**config.mk**
```make
export PLATFORM = sky130hd
export DESIGN_NAME = countdown
export DESIGN_NICKNAME = d
export VERILOG_FILES = /design/src/rtl/countdown_pkg.sv /design/src/rtl/countdown_dec.sv /design/src/rtl/countdown.sv
export SDC_FILE = /design/constraint.sdc
export NUM_CORES = 1
export LEC_CHECK = 0
export ABC_AREA = 1
export CORE_AREA = 2 2 39 41
export DETAILED_ROUTE_END_ITERATION = 10
export DIE_AREA = 0 0 41 43
export PLACE_DENSITY_LB_ADDON = 0.3
export SETUP_SLACK_MARGIN = 0.3
export SYNTH_ARGS = -nofsm -noshare
export SYNTH_HDL_FRONTEND = slang
export SYNTH_SLANG_ARGS = --single-unit
```
**constraint.sdc**
```tcl
create_clock -name clk -period 2.9 [get_ports clk]
set_input_delay 0.435 -clock clk [delete_from_list [all_inputs] [get_ports clk]]
set_output_delay 0.435 -clock clk [all_outputs]
set_load 0.02 [all_outputs]
```
**src/rtl/countdown_pkg.sv**
```systemverilog
// rtl/countdown_pkg.sv - shared state encoding and default width for the countdown timer
package countdown_pkg;

  localparam int DEFAULT_WIDTH = 3;

  typedef enum logic [1:0] {
    IDLE = 2'd0,
    RUN  = 2'd1,
    DONE = 2'd2
  } state_t;

endpackage

```
**src/rtl/countdown_dec.sv**
```systemverilog
// rtl/countdown_dec.sv - combinational WIDTH-bit decrementer feeding the count register
module dec #(
  parameter int WIDTH = 3
) (
  input  logic [WIDTH-1:0] i,
  output logic [WIDTH-1:0] o
);

  assign o = i - WIDTH'(1);

endmodule

```
**src/rtl/countdown.sv**
```systemverilog
// rtl/countdown.sv - programmable down-counter with one-cycle done pulse
// Optional auto-reload of the start value in DONE when COUNTDOWN_RELOAD_EN is defined.
module countdown
  import countdown_pkg::*;
#(
  parameter int WIDTH = DEFAULT_WIDTH
) (
  input  logic             clk,
  input  logic             rst,
  input  logic             start,
  input  logic [WIDTH-1:0] load_val,
  input  logic             stop,
  input  logic             pause,
  output logic [WIDTH-1:0] count,
  output logic             busy,
  output logic             done
);

  state_t           state;
  logic [WIDTH-1:0] count_dec;

  dec #(.WIDTH(WIDTH)) u_dec (
    .i (count),
    .o (count_dec)
  );

`ifdef COUNTDOWN_RELOAD_EN
  logic [WIDTH-1:0] reload;

  always_ff @(posedge clk or negedge rst) begin
    if (!rst) begin
      reload <= '0;
    end else if (start) begin
      reload <= load_val;
    end
  end
`endif

  always_ff @(posedge clk or negedge rst) begin
    if (!rst) begin
      state <= IDLE;
      count <= '0;
    end else if (start) begin
      count <= load_val;
      state <= (load_val != '0) ? RUN : DONE;
    end else if (stop) begin
      state <= IDLE;
    end else begin
      case (state)
        RUN: begin
          // count==0 is never seen in RUN, so the decrement cannot wrap
          if (!pause) begin
            count <= count_dec;
            if (count == WIDTH'(1)) begin
              state <= DONE;
            end
          end
        end
        DONE: begin
`ifdef COUNTDOWN_RELOAD_EN
          count <= reload;
          state <= (reload != '0) ? RUN : DONE;
`else
          state <= IDLE;
`endif
        end
        default: state <= state;
      endcase
    end
  end

  assign busy = (state == RUN);
  assign done = (state == DONE);

endmodule
```
==> flow_summary.yaml <==
outcome:
  outcome: "complete, no violations"
logic_synthesis:
  muxShareOfSynthArea_pct: 0
  ys_types: 10
  synthXorXnorAreaFrac_pct: 0
  synth_seq_cells: 5
  syn-cell-area_sq_um: 372.9
  synth_compound_area_share_pct: 5.369
  synthCells: 57
  syn_area_per_cell_sq_um: 6.541
  synth_top_family_by_area: "simple AND/OR/NAND/NOR gates"
  syn_nets: 69
  yosysWarnings: 0
  synth_seq_area_share_pct: 33.56
  yosys.area_share.adder_pct: 13.42
  synthSimpleGateAreaFrac_pct: 37.58
cells_and_area:
  nets: 86
  area_growth_pct: 44.63
  final-instance-count-excl-fill: 89
  final_design_area_no_fill_sq_um: 539.3
  final_util_pct: 38.97
  antenna_cells: 0
  drive_gt1_share_pct: 8.219
sta:
  clock-skew-final_ns: 0.003763
  final-setup-viol-count: 0
  worstMarginPinSlew_ns: 0.2445
  fin_crit_sh_pct: 66.78
  setup_slack_ns: 0.9633
  hold_violations: 0
  fmax_ghz: 0.5163
  fin_crit_ns: 1.937
  slew_violations: 0
  setup-tns-final_ns: 0
  grt_setup_unrepaired: "no"
  relSlewSlack_pct: 83.65
clocking:
  clk_latency_ns: 0.24
  cts_buffers: 3
  cts_setup_buffers: 0
  htreeDepth: 1
  clock_sinks: 5
  cts_root_buf: "clkbuf_4"
  clockBufferDepth: 2
  ctsResizeCount: 0
  cts_tree: "built"
  clk_pin_slew_ns: 0.04
  hold_buffers: 0
route:
  drt_iter0_drc: 9
  vias: 389
  via_per_inst: 4.371
  routed_wl_um: 747
  first_pass_iters: 4
  drc: 0
  wire_per_inst_um: 8.393
  ant_nets: 0
die:
  num_rows: 14
  die_x_um: 41
  dieArea_sq_um: 1763
  io_pins: 13
  core_sq_um: 1384
  initial_core_util_pct: 26.94
  die_h_um: 43
power_and_ir_drop:
  leakage_uw: 0.0002788
  ir_drop_uv: 159.9
  p_per_area_nw_per_um2: 477.6
grt:
  overflow: 0
  antenna_found_initial: 0
  grt_pass1_vias: 312
  grt_max_degree: 9
  grt_use_total_pct: 11.54
  grt_pass1_wl_mm: 1.269
placement:
  dpl-instance-area_sq_um: 513.0
  pre_cts_ws_ns: 1.223
  place.gp.congestion: 0.7348
  post-place-cells: 85
  port_buffers: 12
  dp_hpwl_um: 640.3
critical_path:
  worstPathArrival_ns: 1.50
  worstPathRequired_ns: 2.47
  startpoint_type: "flop"
  critPathKind: "reg -> out"
  critPathMaxFanout: 4
  worst_setup_path_end_kind: "output port"
job:
  maxCapViolations: 0
min_path:
  hold_path.class: "in -> async"
[worst paths after layout]
kind                       slack [ns]      from  depth (start not counted)        to
hold reg to reg                  0.54  state[0]                          2  state[0]
min in group clk                 0.54  state[0]                          2  state[0]
setup reg to reg                 1.69  state[0]                          6  state[1]
hold / removal                   0.41       rst                          1  count[2]
setup / recovery                 0.96  state[1]                          3      busy
max in group asynchronous        2.30       rst                          1  count[0]
[cell usage in the layout (no fill, tap or decap), drive strengths merged]
cell type and instances:
clkbuf 4, clkdlybuf4s50 12, dfrtp 5, ha 4, inv 10, nand2 19, nand3 6, nor2 9
o21ai 4
[power breakdown]
group	internal [uW]	switching (uW)
registers	79.4	7.99
logic	42.6	48.2
clock network	52.0	27.4
total	174	83.5
[routing by layer]
layer | GRT usage [%] | up-vias | wire [um]
met5 | 0 | - | 0
met4 | 12.00 | 0 | 23
met3 | 3.141 | 3 | 48
met2 | 14.37 | 16 | 343
met1 | 14.52 | 164 | 331
li1 | - | 206 | -
[state kept, by name, indices dropped and copies added, names as in the netlist]
name	flops
count	3
state	2
[layout make-up]
type,instances,area [sq um]
fill,155,844.6
timing repair buffer,12,120.1
multi-input combinational,42,210.2
tap,16,20.02
inverter,10,37.54
clock buffer,4,26.28
sequential,5,125.1
[metrics by stage]
stage | hold WS, ns | total power, uW
floorplan | 0.1394 | 140.1
global placement | 0.5283 | 178.7
detailed placement | 0.5299 | 180.1
CTS | 0.4172 | 262.0
global route | 0.4315 | 279.8
finish | 0.4105 | 257.5
[synthesized netlist by cell type]
cell type	instances	area share, %
nand2_1	18	18
inv_1	9	9.1
nor2_1	8	8.1
nand3_1	6	8.1
dfrtp_1	5	34
ha_1	4	13
o21ai_0	4	5.4
inv_2	1	1.0
nand2_2	1	1.7
nor2_2	1	1.7
[critical path, cell delays in order (launching register included)]
cell,delay (ns)
dfrtp_1,0.39
inv_1,0.06
ha_1,0.19
clkdlybuf4s50_1,0.62
[kinds of logic after synthesis]
family | count (synthesis)
AO/OA/AOI/OAI | 4
AND/OR/NAND/NOR | 34
buffers and inverters | 10
flip-flops | 5
adder cells (fa/ha/maj) | 4
Power figures use the tool's default switching activity.
